`config.mk`:
```
export PLATFORM = sky130hd
export DESIGN_NAME = div_issue_arbiter
export DESIGN_NICKNAME = d
export VERILOG_FILES = /design/src/rtl/div_issue_arbiter.sv
export SDC_FILE = /design/constraint.sdc
export NUM_CORES = 1
export LEC_CHECK = 0
export CAP_MARGIN = 40
export CORE_AREA = 8 8 328 330
export DETAILED_ROUTE_END_ITERATION = 8
export DIE_AREA = 0 0 336 338
export GPL_ROUTABILITY_DRIVEN = 0
export SLEW_MARGIN = 25
export SYNTH_ARGS = -nofsm -noshare
export SYNTH_HDL_FRONTEND = slang
export SYNTH_SLANG_ARGS = --single-unit
export TNS_END_PERCENT = 30
```
`constraint.sdc`:
```
create_clock -name clk_i -period 5.8 [get_ports clk_i]
set_input_delay 1.16 -clock clk_i [delete_from_list [all_inputs] [get_ports clk_i]]
set_output_delay 1.16 -clock clk_i [all_outputs]
set_load 0.05 [all_outputs]
```
`src/rtl/div_issue_arbiter.sv`:
```
// Round-robin issue arbiter that time-shares one iterative divider among NUM_REQ
// divide reservation-station ports, with a divide-by-zero bypass and a held writeback.
module div_issue_arbiter #(
    parameter int unsigned NUM_REQ    = 4,
    parameter int unsigned ROBsize    = 32,
    parameter int unsigned ROBsizeLog = $clog2(ROBsize + 1)
) (
    input  logic                           clk_i,
    input  logic                           reset_i,
    input  logic [NUM_REQ-1:0]             req_i,
    input  logic [NUM_REQ*64-1:0]          val1_i,
    input  logic [NUM_REQ*64-1:0]          val2_i,
    input  logic [NUM_REQ*10-1:0]          commands_i,
    input  logic [NUM_REQ*ROBsizeLog-1:0]  tag_i,
    output logic [NUM_REQ-1:0]             grant_o,
    input  logic                           flush_i,
    output logic                           divStart_o,
    output logic [63:0]                    divDividend_o,
    output logic [63:0]                    divDivisor_o,
    output logic                           divAbort_o,
    input  logic                           divDone_i,
    input  logic [63:0]                    divQuotient_i,
    output logic                           valid_o,
    output logic [63:0]                    executeVal_o,
    output logic [9:0]                     executeCommands_o,
    output logic [ROBsizeLog-1:0]          executeTag_o,
    input  logic                           canGo_i,
    output logic                           busy_o
);

    localparam int unsigned PtrW = $clog2(NUM_REQ);

    typedef enum logic [1:0] {StIdle, StLaunch, StWait, StDone} divState_e;

    divState_e stateQ, stateD;
    logic [PtrW-1:0] ptrQ, ptrD, winIdx, nextPtr;
    logic [63:0] dividendQ, divisorQ, resultQ;
    logic [9:0] cmdQ;
    logic [ROBsizeLog-1:0] tagQ;
    logic abortQ;
    logic found, doGrant, divisorZero;
    logic [63:0] winDividend, winDivisor;
    logic [9:0] winCmd;
    logic [ROBsizeLog-1:0] winTag;

    // Search upward from the pointer with wrap-around; first set request wins.
    always_comb begin
        logic [PtrW:0] sum;
        winIdx = '0;
        found  = 1'b0;
        sum    = '0;
        for (int unsigned i = 0; i < NUM_REQ; i++) begin
            sum = {1'b0, ptrQ} + (PtrW + 1)'(i);
            if (sum >= (PtrW + 1)'(NUM_REQ)) begin
                sum = sum - (PtrW + 1)'(NUM_REQ);
            end
            if (!found && req_i[sum[PtrW-1:0]]) begin
                found  = 1'b1;
                winIdx = sum[PtrW-1:0];
            end
        end
    end

    always_comb begin
        winDividend = '0;
        winDivisor  = '0;
        winCmd      = '0;
        winTag      = '0;
        for (int unsigned k = 0; k < NUM_REQ; k++) begin
            if (winIdx == PtrW'(k)) begin
                winDividend = val1_i[k*64 +: 64];
                winDivisor  = val2_i[k*64 +: 64];
                winCmd      = commands_i[k*10 +: 10];
                winTag      = tag_i[k*ROBsizeLog +: ROBsizeLog];
            end
        end
    end

    // Reset gates the grant so it reads 0 while reset is held.
    assign doGrant     = reset_i && (stateQ == StIdle) && found && !flush_i;
    assign divisorZero = (winDivisor == '0);
    assign nextPtr     = (winIdx == PtrW'(NUM_REQ - 1)) ? '0 : winIdx + 1'b1;

    always_comb begin
        grant_o = '0;
        if (doGrant) begin
            grant_o[winIdx] = 1'b1;
        end
    end

    always_comb begin
        stateD = stateQ;
        ptrD   = ptrQ;
        if (flush_i) begin
            stateD = StIdle;
        end else begin
            unique case (stateQ)
                StIdle: begin
                    if (doGrant) begin
                        ptrD   = nextPtr;
                        stateD = divisorZero ? StDone : StLaunch;
                    end
                end
                StLaunch: stateD = StWait;
                StWait:   if (divDone_i) stateD = StDone;
                StDone:   if (canGo_i) stateD = StIdle;
                default:  stateD = StIdle;
            endcase
        end
    end

    always_ff @(posedge clk_i or negedge reset_i) begin
        if (!reset_i) begin
            stateQ    <= StIdle;
            ptrQ      <= '0;
            dividendQ <= '0;
            divisorQ  <= '0;
            resultQ   <= '0;
            cmdQ      <= '0;
            tagQ      <= '0;
            abortQ    <= 1'b0;
        end else begin
            stateQ <= stateD;
            ptrQ   <= ptrD;
            abortQ <= flush_i && ((stateQ == StLaunch) || (stateQ == StWait));
            if (doGrant) begin
                dividendQ <= winDividend;
                divisorQ  <= winDivisor;
                cmdQ      <= winCmd;
                tagQ      <= winTag;
                if (divisorZero) begin
                    resultQ <= '1;
                end
            end else if (!flush_i && (stateQ == StWait) && divDone_i) begin
                resultQ <= divQuotient_i;
            end
        end
    end

    assign divStart_o        = (stateQ == StLaunch);
    assign divDividend_o     = dividendQ;
    assign divDivisor_o      = divisorQ;
    assign divAbort_o        = abortQ;
    assign valid_o           = (stateQ == StDone);
    assign executeVal_o      = resultQ;
    assign executeCommands_o = cmdQ;
    assign executeTag_o      = tagQ;
    assign busy_o            = (stateQ != StIdle);

endmodule

```
After elaboration in Yosys (flattened, before gate mapping)
Cells that the tools add are included.
- output and inout bits: 216
- word-level logic and storage cells: 109
- bits of input ports: 649
- register bits: 213
- multiplexer cells: 49
- $lt $le $gt $ge: 10
- $add $sub $neg: 8
- equality and inequality tests: 10
- reductions and logical operators: 23
- bitwise operators: 1
- operators with widths (operator ; number):
    2-to-1 mux 64 bit ; 11
    logical NOT 64 bit ; 1
    2-to-1 mux 10 bit ; 4
    2-to-1 mux 2 bit ; 14
    2-to-1 mux 6 bit ; 4
    < comparator 2 x 3 -> 1 bit, second input constant ; 5
    logical AND 1 bit ; 10
    greater-or-equal comparator 3 bit, second input constant ; 3
    2-to-1 mux 1 bit ; 9
    binary-select mux 1 bit (select 2 bit) ; 4
    == test 2 bit, second input constant ; 4
    case mux 2 bit (4 select lines) ; 1
    subtractor 2 x 1 -> 2 bit, second input constant ; 4
    adder 2 x 2 -> 3 bit, second input constant ; 2
    != test 3 bit, second input constant ; 2
    AND reduction 3 bit ; 2
    == test 2 x 1 -> 1 bit, second input constant ; 2
    logical NOT 1 bit ; 4
    logical NOT 2 bit ; 2
    2-to-1 mux 4 bit ; 1
    nonzero test 2 bit ; 2
    adder 2 x 1 -> 3 bit, second input constant ; 1
    greater-or-equal comparator 2 x 3 -> 1 bit, second input constant ; 1
    != test 3 x 2 -> 1 bit, second input constant ; 1
    other kinds (7) ; 7

Logic depth before layout (Yosys ltp)
Gate-level depths: netlist of run 1.
- word-level depth: 24
- mapped depth: 16

Worst setup path before layout of run 1
Ideal clock, no wire load.
- path kind: input-to-output
- start: in req_i[0]
- end: out grant_o[3]
- required time: 4.640 ns
- path slack: 1.208 ns
- cell stages on the path: 9
- data arrival time: 3.432 ns
- path buffers: 4
- cells stage by stage: nor3b_1 a211oi_1 ha_1 buf_6 inv_2 buf_2 buf_2 buf_1 nor2_1
- word-level cells in the longest chain between the ends: 17
- ends and longest elaborated chain (what ; RTL line ; text):
    start: declaration ; 10 ; input logic [NUM_REQ-1:0] req_i,
    binary-select mux 1 bit (select 2 bit) ; 57 ; if (!found && req_i[sum[PtrW-1:0]]) begin
    2-to-1 mux 1 bit (implied by the code) ; 57 ;
    2-to-1 mux 1 bit ; 57 ;
    logical NOT 1 bit ; 57 ;
    logical AND 1 bit ; 57 ;
    2-to-1 mux 1 bit ; 57 ;
    logical NOT 1 bit ; 57 ;
    logical AND 1 bit ; 57 ;
    2-to-1 mux 1 bit ; 57 ;
    logical NOT 1 bit ; 57 ;
    logical AND 1 bit ; 57 ;
    2-to-1 mux 2 bit ; 57 ;
    < comparator 2 x 3 -> 1 bit (implied by the code) / greater-or-equal comparator 2 x 1 -> 1 bit (equally long branches) ; 87 ; grant_o[winIdx] = 1'b1;
    logical AND 1 bit (implied by the code) ; 87 ;
    2-to-1 mux 1 bit (implied by the code) ; 87 ;
    demux 1 bit (select 2 bit) ; 87 ;
    2-to-1 mux 4 bit * ; 86 ; if (doGrant) begin
    end: declaration ; 15 ; output logic [NUM_REQ-1:0] grant_o,
Every way passes the cells marked *; elsewhere a longest branch is shown, timed or not. The select of a mux whose other input is x is not followed.

Final worst setup path of run 1
- start: in req_i[1]
- end: out grant_o[2]
Same word-level chain as after synthesis.

==> results of run 1 <==
-- worst max-delay path, delay by kind of cell --
kind	cells	cell delay, ns
buffers and inverters	3	1.64
and+or+nand+nor	4	1.26
-- per-stage QoR --
| step | power [mW] | area (sq um) | std cells | setup slack, ns | TNS (ns) |
|---|---|---|---|---|---|
| finish | 12.62 | 24210 | 3882 | 0.5812 | 0 |
| global route | 13.32 | 24190 | 3874 | 0.3734 | 0 |
| CTS | 12.76 | 24120 | 3864 | 0.4185 | 0 |
| detailed placement | 10.80 | 23130 | 3810 | -0.02716 | -0.1145 |
| global placement | 10.74 | 23110 | 3809 | 0.06094 | 0 |
| floorplan | 7.443 | 12880 | 1668 | 1.208 | 0 |
-- flip-flops by register name (all words and copies together), names as in the netlist --
| register | count |
|---|---|
| ptrQ | 2 |
| stateQ | 2 |
| divAbort_o | 1 |
| executeCommands_o | 10 |
| executeTag_o | 6 |
| divDividend_o | 64 |
| divDivisor_o | 64 |
| executeVal_o | 64 |
-- synthesized netlist by cell type, types with 2 or more instances --
cell      number
a21oi_1       86
a22oi_1        3
and2_1         4
and4_1         2
buf_1         11
buf_2         41
buf_6          9
clkbuf_1      85
dfrtp_1      213
ha_1           8
inv_1          8
mux2i_1       78
nand2_1      560
nand3_1       66
nor2_1        87
nor4_1         8
o211a_1       64
o21ai_0      158
o22ai_1       96
o31ai_1       64
-- cells by family (layout without fill, tap and decap cells) --
logic type               after synthesis  count (layout)  synth area share (%)
AND/OR/NAND/NOR                      736             736                 22.84
AO/OA/AOI/OAI                        476             476                 23.36
flip-flops                           213             213                 41.40
buffers and inverters                156             974                 5.500
multiplexers                          78              78                 6.064
adder cells (fa/ha/maj)                8               8                0.7774
XOR/XNOR                               1               1               0.06803
other                                  0              16                     0
-- final timing paths --
| check | slack, ns | depth (start not counted) | startpoint | end |
|---|---|---|---|---|
| worst max-delay path | 0.58 | 7 | req_i[1] | grant_o[2] |
| worst min-delay path | 0.39 | 1 | reset_i | divDividend_o[2] |
| worst max register to register | 1.38 | 13 | ptrQ[1] | executeVal_o[33] |
| worst min register to register | 0.48 | 2 | divDivisor_o[47] | divDivisor_o[47] |
| max in group asynchronous | 3.92 | 4 | reset_i | executeVal_o[23] |
| min in group clk_i | 0.48 | 2 | divDivisor_o[47] | divDivisor_o[47] |
-- final cells by class --
type / instances / area [sq um] / share of cell area [%]
diodes: 16 / 40.04 / 0.1654
clock buffers: 43 / 890.9 / 3.679
clock inverters: 11 / 100.1 / 0.4134
inverters: 9 / 38.79 / 0.1602
multi-input cells: 1299 / 6888 / 28.45
flip-flops and latches: 213 / 5330 / 22.01
well taps: 1380 / 1727 / 7.131
repair buffers: 911 / 9199 / 37.99
-- per-layer routing --
metal,vias to the layer above,track usage (%),routed length [um]
met5,-,0,76
met4,12,5.052,3303
met3,150,5.096,8793
met2,800,26.51,44730
met1,7618,18.62,37690
li1,7426,-,-
-- power by group through the flow --
stage | Sequential, mW | Clock [mW] | Combinational [mW]
2_1_floorplan | 4.87 | 0 | 2.58
3_3_place_gp | 2.59 | 0 | 8.15
3_5_place_dp | 2.61 | 0 | 8.19
4_1_cts | 2.60 | 1.95 | 8.22
5_1_grt | 2.67 | 2.01 | 8.64
6_report | 2.60 | 1.88 | 8.14
==> results.md, run 1 <==
- Run status: finished, final reports clean
- Maximum count of clock buffers along a single path: 3
- I/O Pins: 865
- Initial DRT Pass Iterations: 7
- Share of cells above drive strength 1: 4.425%
- Cell internal pwr: 6.024 mW
- Peak VDD IR: 0.0002853 V
- Vias in the first global route: 16293
- Total CTS buffers: 30
- Number of flops mapped to enable cells by yosys: 0
- Most common library cell in the layout ignoring fill and taps: clkdlybuf4s50_1
- Fill cell total of the finished layout: 11318
- Worst Setup Path Type: primary input to primary output
- Starting Density: 12.55%
- Top flip-flop cell by instance count after synthesis: dfrtp_1
- Worst min-delay path category: primary input to async pin
- Core outline area: 0.1026 sq mm
- Clock Skews: 0.02259 ns
- Remaining DRCs: 0
- Netlist area before placement: 0.01288 sq mm
- Post-synthesis async set-or-reset flop share: 100.0%
- Largest area contributor in the synthesized netlist: dfrtp_1
- Arrival time of data at the critical path endpoint: 4.06 ns
- Utilization after layout: 23.60%
- Worst Path Max Fanout: 5
- Share of the synthesized area in the top cell type: 41.40%
- Antenna violations before repair: 42
- Global-route congestion overflow total: 0
- Nature of the critical path startpoint: primary input
- Largest net degree at the start of global routing: 161
- Synthesis-to-finish area growth: 88.05%
- Final net count: 3121
- Site row count: 118
- Number of DRC markers after the initial detailed-route iteration: 995
- Largest stage delay on the critical path: 0.83 ns
- Max capacitance violation total: 0
- Data required time of the critical path: 4.64 ns
- Cell count after synthesis: 1668
- Power density over the cells: 521.0 mW/mm^2
- Most used cells in the layout excluding fill and tap cells: clkdlybuf4s50_1 (861), nand2_1 (560), dfrtp_1 (213)
- Number of synthesis warnings: 0
- Switching share of power: 52.25%
- Ordered list of cells on the worst path: clkdlybuf4s50_1 -> or4_1 -> nand3_1 -> nor2_2 -> buf_4 -> and2_1 -> clkdlybuf4s50_1
- Slew HR: 44.70%
- Count of instances resized after the clock tree is built: 0
- Final max-slew violation count: 0
- Wire length of the first global-routing pass: 128500 um
- Die boundary height: 338 um
- Area of the die: 0.1136 sq mm
- Part of the power in combinational logic: 64.5%
- Num Clock Sinks: 213
- Wire length reported by the detailed router: 94590 um
- Maximum frequency from static timing analysis: 191.6 MHz
- Sequential cell fraction of total power: 20.6%
- Wire per inst: 24.37 um
- Remaining number of nets flagged by the antenna check after routing: 0
- Half-perimeter wire length of the detailed placement result: 78110 um
- Root Driver: clkbuf_16
- Sort of element at the end of the critical path: primary output
- Slowest cell on the critical path: clkdlybuf4s50_1
- Unrepaired setup endpoints after global routing: false
- Leading cell types by total area after synthesis: dfrtp_1 (41%), nand2_1 (16%), o21ai_0 (6.1%), mux2i_1 (6.1%), o211a_1 (5.0%)
- Clock transition at the registers of the reported paths: 0.06 ns
- TritonCTS clock tree: yes
- Count of buffers added by post-CTS timing repair for setup: 0
- Count of endpoints failing hold in the final timing report: 0
- Mapped Nets: 2325
- Synth Area per Inst: 7.719 sq um
- Distinct cell type count after synthesis: 37
- Crit share post-route: 89.98%
- Die W: 336 um
- Depth of the CTS H-tree: 1
- Global routing usage summed across all routing layers: 15.62%
- Sequential area share after synthesis: 41.40%
- Register bit count reported by yosys: 213
- Actual slew at the worst max-slew pin: 0.8269 ns
- Leakage power: 10.22 nW
- Worst hold slack: 0.3868 ns
- CP most frequent cell: clkdlybuf4s50_1
- Setup Viol. Count Final: 0
- Via/cell ratio: 4.123
- Net switching component of the power: 6.592 mW
- Via total after detailed routing: 16006
- Count of buffers inserted at the top-level ports: 864
- Clk_lat worst skew: 0.60 ns
- Crit path time final: 5.219 ns
- Hold buffers post-CTS: 0
- Part of the power in the clock network: 14.9%
No activity file was read; power rests on OpenSTA's default activity.
==> run 2: changes to the inputs <==
--- a/config.mk
+++ b/config.mk
@@ -6,9 +6,9 @@
 export NUM_CORES = 1
 export LEC_CHECK = 0
 export CAP_MARGIN = 40
-export CORE_AREA = 8 8 328 330
+export CORE_AREA = 2 2 342 344
 export DETAILED_ROUTE_END_ITERATION = 8
-export DIE_AREA = 0 0 336 338
+export DIE_AREA = 0 0 344 346
 export GPL_ROUTABILITY_DRIVEN = 0
 export SLEW_MARGIN = 25
 export SYNTH_ARGS = -nofsm -noshare
==> run 2 against run 1 <==
Routed wire length up 1.8%. Combinational power up 0.6%. Register-to-register slack got worse by 0.06 ns. Clock skew shrank 0.0071 ns. Worst hold slack improved by 0.031 ns. Power up 0.60%. Die area grew 4.8%. Cell count increased by 3.8%. Utilization down 2.5 points. Fmax is 2.6% higher. Count of clock-buffer cells in the layout increased by 2. Critical path type is now primary input to register. Largest cell class unchanged. Highest routed layer unchanged.
==> results.md, run 2 (same netlist as run 1, synthesis figures left out) <==
- Worst hold slack: 0.4174 ns (was 0.3868 ns)
- TritonCTS clock tree: yes (unchanged)
- Setup Viol. Count Final: 0 (unchanged)
- Largest net degree at the start of global routing: 159 (was 161)
- Power density over the cells: 521.5 mW/mm^2 (was 521.0 mW/mm^2)
- Data required time of the critical path: 6.33 ns (was 4.64 ns)
- Via/cell ratio: 4.073 (was 4.123)
- Ordered list of cells on the worst path: clkdlybuf4s50_1 -> a21oi_1 -> o21a_1 -> o22a_1 -> ha_1 -> nand2b_4 -> buf_4 -> o22ai_1 -> o22ai_1 -> nor4_2 -> and4_1 -> buf_4 -> nand3_4 -> buf_12 -> nand3_1 (was clkdlybuf4s50_1 -> or4_1 -> nand3_1 -> nor2_2 -> buf_4 -> and2_1 -> clkdlybuf4s50_1)
- Depth of the CTS H-tree: 1 (unchanged)
- Power after layout: 12.69 mW (was 12.62 mW)
- Die W: 344 um (was 336 um)
- Largest stage delay on the critical path: 0.57 ns (was 0.83 ns)
- Antenna violations before repair: 58 (was 42)
- Clock Skews: 0.01545 ns (was 0.02259 ns)
- Worst Setup Path Type: primary input to register (was primary input to primary output)
- Core outline area: 0.1154 sq mm (was 0.1026 sq mm)
- R2R Setup Slk: 1.32 ns (was 1.38 ns)
- Num Clock Sinks: 213 (unchanged)
- Count of buffers added by post-CTS timing repair for setup: 0 (unchanged)
- Wire length of the first global-routing pass: 130100 um (was 128500 um)
- Post-detailed-placement cell area: 0.02334 sq mm (was 0.02313 sq mm)
- Nature of the critical path startpoint: primary input (unchanged)
- Run status: finished, final reports clean (unchanged)
- Global-route congestion overflow total: 0 (unchanged)
- Share of cells above drive strength 1: 4.611% (was 4.425%)
- I/O Pins: 865 (unchanged)
- Arrival time of data at the critical path endpoint: 5.62 ns (was 4.06 ns)
- Clock transition at the registers of the reported paths: 0.06 ns (about the same)
- Most used cells in the layout excluding fill and tap cells: clkdlybuf4s50_1 (860), nand2_1 (560), dfrtp_1 (213) (was clkdlybuf4s50_1 (861), nand2_1 (560), dfrtp_1 (213))
- Wire per inst: 23.90 um (was 24.37 um)
- Global routing usage summed across all routing layers: 15.38% (was 15.62%)
- Wire length reported by the detailed router: 96290 um (was 94590 um)
- Slew HR: 43.97% (was 44.70%)
- Most common library cell in the layout ignoring fill and taps: clkdlybuf4s50_1 (unchanged)
- Unrepaired setup endpoints after global routing: false (unchanged)
- Root Driver: clkbuf_16 (unchanged)
- Count of endpoints failing hold in the final timing report: 0 (unchanged)
- Count of instances resized after the clock tree is built: 0 (unchanged)
- Via total after detailed routing: 16409 (was 16006)
- Starting Density: 11.16% (was 12.55%)
- Placed cells: 3962 (was 3810)
- Number of non-filler instances in the completed layout: 4029 (was 3882)
- Half-perimeter wire length of the detailed placement result: 78800 um (was 78110 um)
- Worst Reg-to-Reg Cells: 14 (was 13)
- Total CTS buffers: 31 (was 30)
- TNS Setup: 0 ns (unchanged)
- Hold buffers post-CTS: 0 (unchanged)
- Crit path time final: 5.087 ns (was 5.219 ns)
- Leakage power: 10.24 nW (was 10.22 nW)
- Sort of element at the end of the critical path: register (was primary output)
- Count of buffers inserted at the top-level ports: 864 (unchanged)
- Slowest cell on the critical path: nor4_2 (was clkdlybuf4s50_1)
- Remaining number of nets flagged by the antenna check after routing: 0 (unchanged)
- Actual slew at the worst max-slew pin: 0.8405 ns (was 0.8269 ns)
- FF-to-FF End: executeVal_o[34] (was executeVal_o[33])
- Synthesis-to-finish area growth: 89.00% (was 88.05%)
- Crit share post-route: 87.71% (was 89.98%)
- Clk_lat worst skew: 0.62 ns (was 0.60 ns)
- Site row count: 125 (was 118)
- Worst min-delay path category: primary input to async pin (unchanged)
- Critical R2R Launch: ptrQ[1] (unchanged)
- Vias in the first global route: 16193 (was 16293)
- Maximum count of clock buffers along a single path: 3 (unchanged)
- Remaining DRCs: 0 (unchanged)
- Peak VDD IR: 0.0002493 V (was 0.0002853 V)
- Maximum frequency from static timing analysis: 196.6 MHz (was 191.6 MHz)
- Worst Path Max Fanout: 64 (was 5)
- Max capacitance violation total: 0 (unchanged)
- Final net count: 3128 (was 3121)
- Final design instance area without fill: 0.02434 sq mm (was 0.02421 sq mm)
- Fill cell total of the finished layout: 12754 (was 11318)
- Die boundary height: 346 um (was 338 um)
- Area of the die: 0.1190 sq mm (was 0.1136 sq mm)
- Initial DRT Pass Iterations: 7 (unchanged)
- Number of DRC markers after the initial detailed-route iteration: 1176 (was 995)
- Final max-slew violation count: 0 (unchanged)
run 2: critical path: cells and delay by family:
family	cells	cell delay, ns
buffers and inverters	4	1.19
adders and majority gates	1	0.44
and+or+nand+nor	5	1.66
AOI/OAI and AO/OA	5	0.95
run 2: worst max-delay path by stage:
stage / start / end / slack (ns)
2_1_floorplan: req_i[0] / grant_o[3] / 1.21
3_3_place_gp: req_i[0] / executeVal_o[37] / 0.17
3_5_place_dp: req_i[1] / executeVal_o[45] / 0.09
4_1_cts: req_i[1] / grant_o[2] / 0.67
5_1_grt: req_i[1] / executeVal_o[37] / 0.55
6_report: req_i[0] / executeVal_o[34] / 0.71
run 2: per-stage QoR:
| stage | util (%) | setup WS, ns |
|---|---|---|
| 3_3_place_gp | 20.19 | 0.1658 |
| 4_1_cts | 21.06 | 0.6744 |
| 5_1_grt | 21.07 | 0.5456 |
| 6_report | 21.08 | 0.7126 |
| 2_1_floorplan | - | 1.208 |
| 3_5_place_dp | 20.22 | 0.08923 |
run 2: report_power, final:
group,total (mW),switching [mW],internal (mW)
logic,8.19,5.40,2.79
registers,2.63,0.460,2.17
clock network,1.87,0.788,1.08
run 2: area by class of cell:
class / count / area [sq um] / area share [%]
Clock buffer: 45 / 878.3 / 3.609
Clock inverter: 11 / 87.58 / 0.3599
Timing Repair Buffer: 917 / 9176 / 37.71
Inverter: 9 / 41.29 / 0.1697
Antenna cell: 11 / 27.53 / 0.1131
Tap cell: 1524 / 1907 / 7.835
Sequential cell: 213 / 5330 / 21.90
Multi-Input combinational cell: 1299 / 6888 / 28.30
run 2: metal layers:
layer	vias up	wire, um	track usage, %
met5	-	195	0
met4	28	3941	5.013
met3	221	8823	4.480
met2	949	44150	25.35
met1	7787	39180	19.07
li1	7424	-	-
==> run 3: changes to the inputs <==
--- a/config.mk
+++ b/config.mk
@@ -10,6 +10,7 @@
 export DETAILED_ROUTE_END_ITERATION = 8
 export DIE_AREA = 0 0 344 346
 export GPL_ROUTABILITY_DRIVEN = 0
+export REMOVE_ABC_BUFFERS = 1
 export SLEW_MARGIN = 25
 export SYNTH_ARGS = -nofsm -noshare
 export SYNTH_HDL_FRONTEND = slang
==> run 3 against run 2 <==
Sequential power hardly changed. Via count shrank 4.2%. Critical path type is now primary input to primary output. Global-route usage down 2.2 points. Clock power is 6% higher. Power fell by 0.16%. Worst hold slack improved by 0.015 ns. Largest power group unchanged. Sequential share of layout area barely moved. Routed wire length shrank 14%. Utilization hardly changed. Register-to-register slack improved by 0.35 ns. Cell count decreased by 0.50%. Combinational power fell by 1%.
==> results.md, run 3 (same netlist as run 1, synthesis figures left out) <==
- Run status: finished, final reports clean (unchanged)
- Most common library cell in the layout ignoring fill and taps: clkdlybuf4s50_1 (unchanged)
- Wire length reported by the detailed router: 82610 um (was 96290 um)
- Power density over the cells: 520.8 mW/mm^2 (was 521.5 mW/mm^2)
- Worst min-delay path category: primary input to async pin (unchanged)
- Num Clock Sinks: 213 (unchanged)
- Initial DRT Pass Iterations: 5 (was 7)
- Sort of element at the end of the critical path: primary output (was register)
- Largest net degree at the start of global routing: 160 (was 159)
- Ordered list of cells on the worst path: clkdlybuf4s50_1 -> a21oi_1 -> o21a_1 -> o22a_1 -> inv_1 -> ha_4 -> and2_1 -> clkdlybuf4s50_1 (was clkdlybuf4s50_1 -> a21oi_1 -> o21a_1 -> o22a_1 -> ha_1 -> nand2b_4 -> buf_4 -> o22ai_1 -> o22ai_1 -> nor4_2 -> and4_1 -> buf_4 -> nand3_4 -> buf_12 -> nand3_1)
- Count of instances resized after the clock tree is built: 0 (unchanged)
- Wire length of the first global-routing pass: 114100 um (was 130100 um)
- Count of endpoints failing hold in the final timing report: 0 (unchanged)
- Antenna violations before repair: 28 (was 58)
- Die W: 344 um (unchanged)
- Depth of the CTS H-tree: 1 (unchanged)
- Worst Path Max Fanout: 50 (was 64)
- Clock transition at the registers of the reported paths: 0.06 ns (about the same)
- Peak VDD IR: 0.0002193 V (was 0.0002493 V)
- Clk_lat worst skew: 0.60 ns (was 0.62 ns)
- Maximum count of clock buffers along a single path: 3 (unchanged)
- Maximum frequency from static timing analysis: 189.7 MHz (was 196.6 MHz)
- Critical path buffers and inverters: 3 (was 4)
- Area used by multi-input combinational logic: 0.006879 sq mm (was 0.006888 sq mm)
- Starting Density: 11.16% (unchanged)
- Nature of the critical path startpoint: primary input (unchanged)
- I/O Pins: 865 (unchanged)
- Crit path time final: 5.271 ns (was 5.087 ns)
- Core outline area: 0.1154 sq mm (unchanged)
- Max capacitance violation total: 0 (unchanged)
- Worst Setup Path Type: primary input to primary output (was primary input to register)
- Worst path setup slack after routing: 0.5287 ns (was 0.7126 ns)
- Fill cell total of the finished layout: 12751 (was 12754)
- Arrival time of data at the critical path endpoint: 4.11 ns (was 5.62 ns)
- Category of cells accounting for the largest share of critical-path delay: buffers and inverters (was simple AND/OR/NAND/NOR gates)
- Via/cell ratio: 3.923 (was 4.073)
- CP most frequent cell: clkdlybuf4s50_1
- Slew HR: 35.84% (was 43.97%)
- Vias in the first global route: 15542 (was 16193)
- Leakage power: 10.19 nW (was 10.24 nW)
- Setup Viol. Count Final: 0 (unchanged)
- TritonCTS clock tree: yes (unchanged)
- Share of cells above drive strength 1: 4.195% (was 4.611%)
- Worst slack at placement: 0.4775 ns (was 0.08923 ns)
- Final max-slew violation count: 0 (unchanged)
- Worst hold slack: 0.4321 ns (was 0.4174 ns)
- Count of buffers added by post-CTS timing repair for setup: 0 (unchanged)
- Crit share post-route: 90.88% (was 87.71%)
- Half-perimeter wire length of the detailed placement result: 67300 um (was 78800 um)
- Actual slew at the worst max-slew pin: 0.9624 ns (was 0.8405 ns)
- Wire per inst: 20.61 um (was 23.90 um)
- Site row count: 125 (unchanged)
- Root Driver: clkbuf_16 (unchanged)
- Slowest cell on the critical path: clkdlybuf4s50_1 (was nor4_2)
- Area of the die: 0.1190 sq mm (unchanged)
- Number of DRC markers after the initial detailed-route iteration: 1143 (was 1176)
- Sequential cell area in the final layout: 0.005330 sq mm (unchanged)
- Die boundary height: 346 um (unchanged)
- Data required time of the critical path: 4.64 ns (was 6.33 ns)
- Remaining DRCs: 0 (unchanged)
- Final net count: 3114 (was 3128)
- Largest stage delay on the critical path: 0.82 ns (was 0.57 ns)
- Hold buffers post-CTS: 0 (unchanged)
- Count of buffers inserted at the top-level ports: 864 (unchanged)
- Global-route congestion overflow total: 0 (unchanged)
- Clock Skews: 0.01356 ns (was 0.01545 ns)
- Remaining number of nets flagged by the antenna check after routing: 0 (unchanged)
- Total CTS buffers: 28 (was 31)
- Via total after detailed routing: 15727 (was 16409)
- Global routing usage summed across all routing layers: 13.21% (was 15.38%)
- Synthesis-to-finish area growth: 88.96% (was 89.00%)
- Unrepaired setup endpoints after global routing: false (unchanged)
- Most used cells in the layout excluding fill and tap cells: clkdlybuf4s50_1 (862), nand2_1 (560), dfrtp_1 (213) (was clkdlybuf4s50_1 (860), nand2_1 (560), dfrtp_1 (213))
==> run 3: worst register-to-register path, cell delays in order, from the launching register on <==
cell and delay, ns:
dfrtp_1 0.45, a21oi_1 0.10, o21a_1 0.17, o22a_1 0.28
inv_1 0.19, ha_4 0.59, buf_4 0.38, nand2_1 0.10
o211a_1 0.23, o22ai_1 0.22, nor4_1 0.08, and4_1 0.24
nand3_4 0.08, buf_4 0.58, nand3_1 0.28
==> run 3: metal layers <==
metal  part of all wire, %  vias to the layer above  wire, um  GRT usage [%]
met5                  0.15                        -       123              0
met2                    43                      789     35610          20.20
met1                    43                     7387     35390          17.21
met4                   2.9                       20      2358          3.540
li1                      -                     7401         -              -
met3                    11                      130      9128          5.083
==> run 3: per-stage QoR <==
| step | instances | util, % | power, mW | setup TNS (ns) | instance area, sq um |
|---|---|---|---|---|---|
| after floorplan | 1521 | - | 7.460 | -437.76 | 12200 |
| after global placement | 3944 | 20.06 | 10.62 | 0 | 23160 |
| after detailed placement | 3951 | 20.18 | 10.72 | 0 | 23290 |
| after CTS | 4003 | 21.07 | 12.80 | 0 | 24320 |
| after global routing | 4004 | 21.07 | 13.42 | 0 | 24320 |
| final | 4009 | 21.08 | 12.67 | 0 | 24330 |
==> run 3: path summary, 6_finish.rpt <==
path                                           start              endpoint  slack (ns)  depth (start not counted)
min in group clk_i              executeCommands_o[2]  executeCommands_o[2]        0.48                          2
worst max register to register               ptrQ[1]      executeVal_o[42]        1.67                         14
max in group asynchronous                    reset_i      divDividend_o[8]        4.17                          2
worst min register to register  executeCommands_o[2]  executeCommands_o[2]        0.48                          2
worst min-delay path                         reset_i       executeTag_o[5]        0.43                          1
worst max-delay path                        req_i[0]            grant_o[0]        0.53                          8
==> run 3: power by group <==
| part | total [mW] | switching (mW) | internal [mW] | leakage (nW) |
|---|---|---|---|---|
| logic | 8.09 | 5.33 | 2.76 | 6.98 |
| clock network | 1.98 | 0.793 | 1.18 | 0.487 |
| registers | 2.60 | 0.433 | 2.17 | 2.72 |
| total | 12.7 | 6.56 | 6.12 | 10.2 |
==> run 3: final cells by class <==
cell class / instances / share of cell area, %
Antenna cell: 6 / 0.06171
Timing Repair Buffer: 906 / 37.55
Sequential cell: 213 / 21.91
Inverter: 9 / 0.1697
Tap cell: 1524 / 7.837
Clock inverter: 18 / 0.9771
Multi-Input combinational cell: 1299 / 28.27
Clock buffer: 34 / 3.224
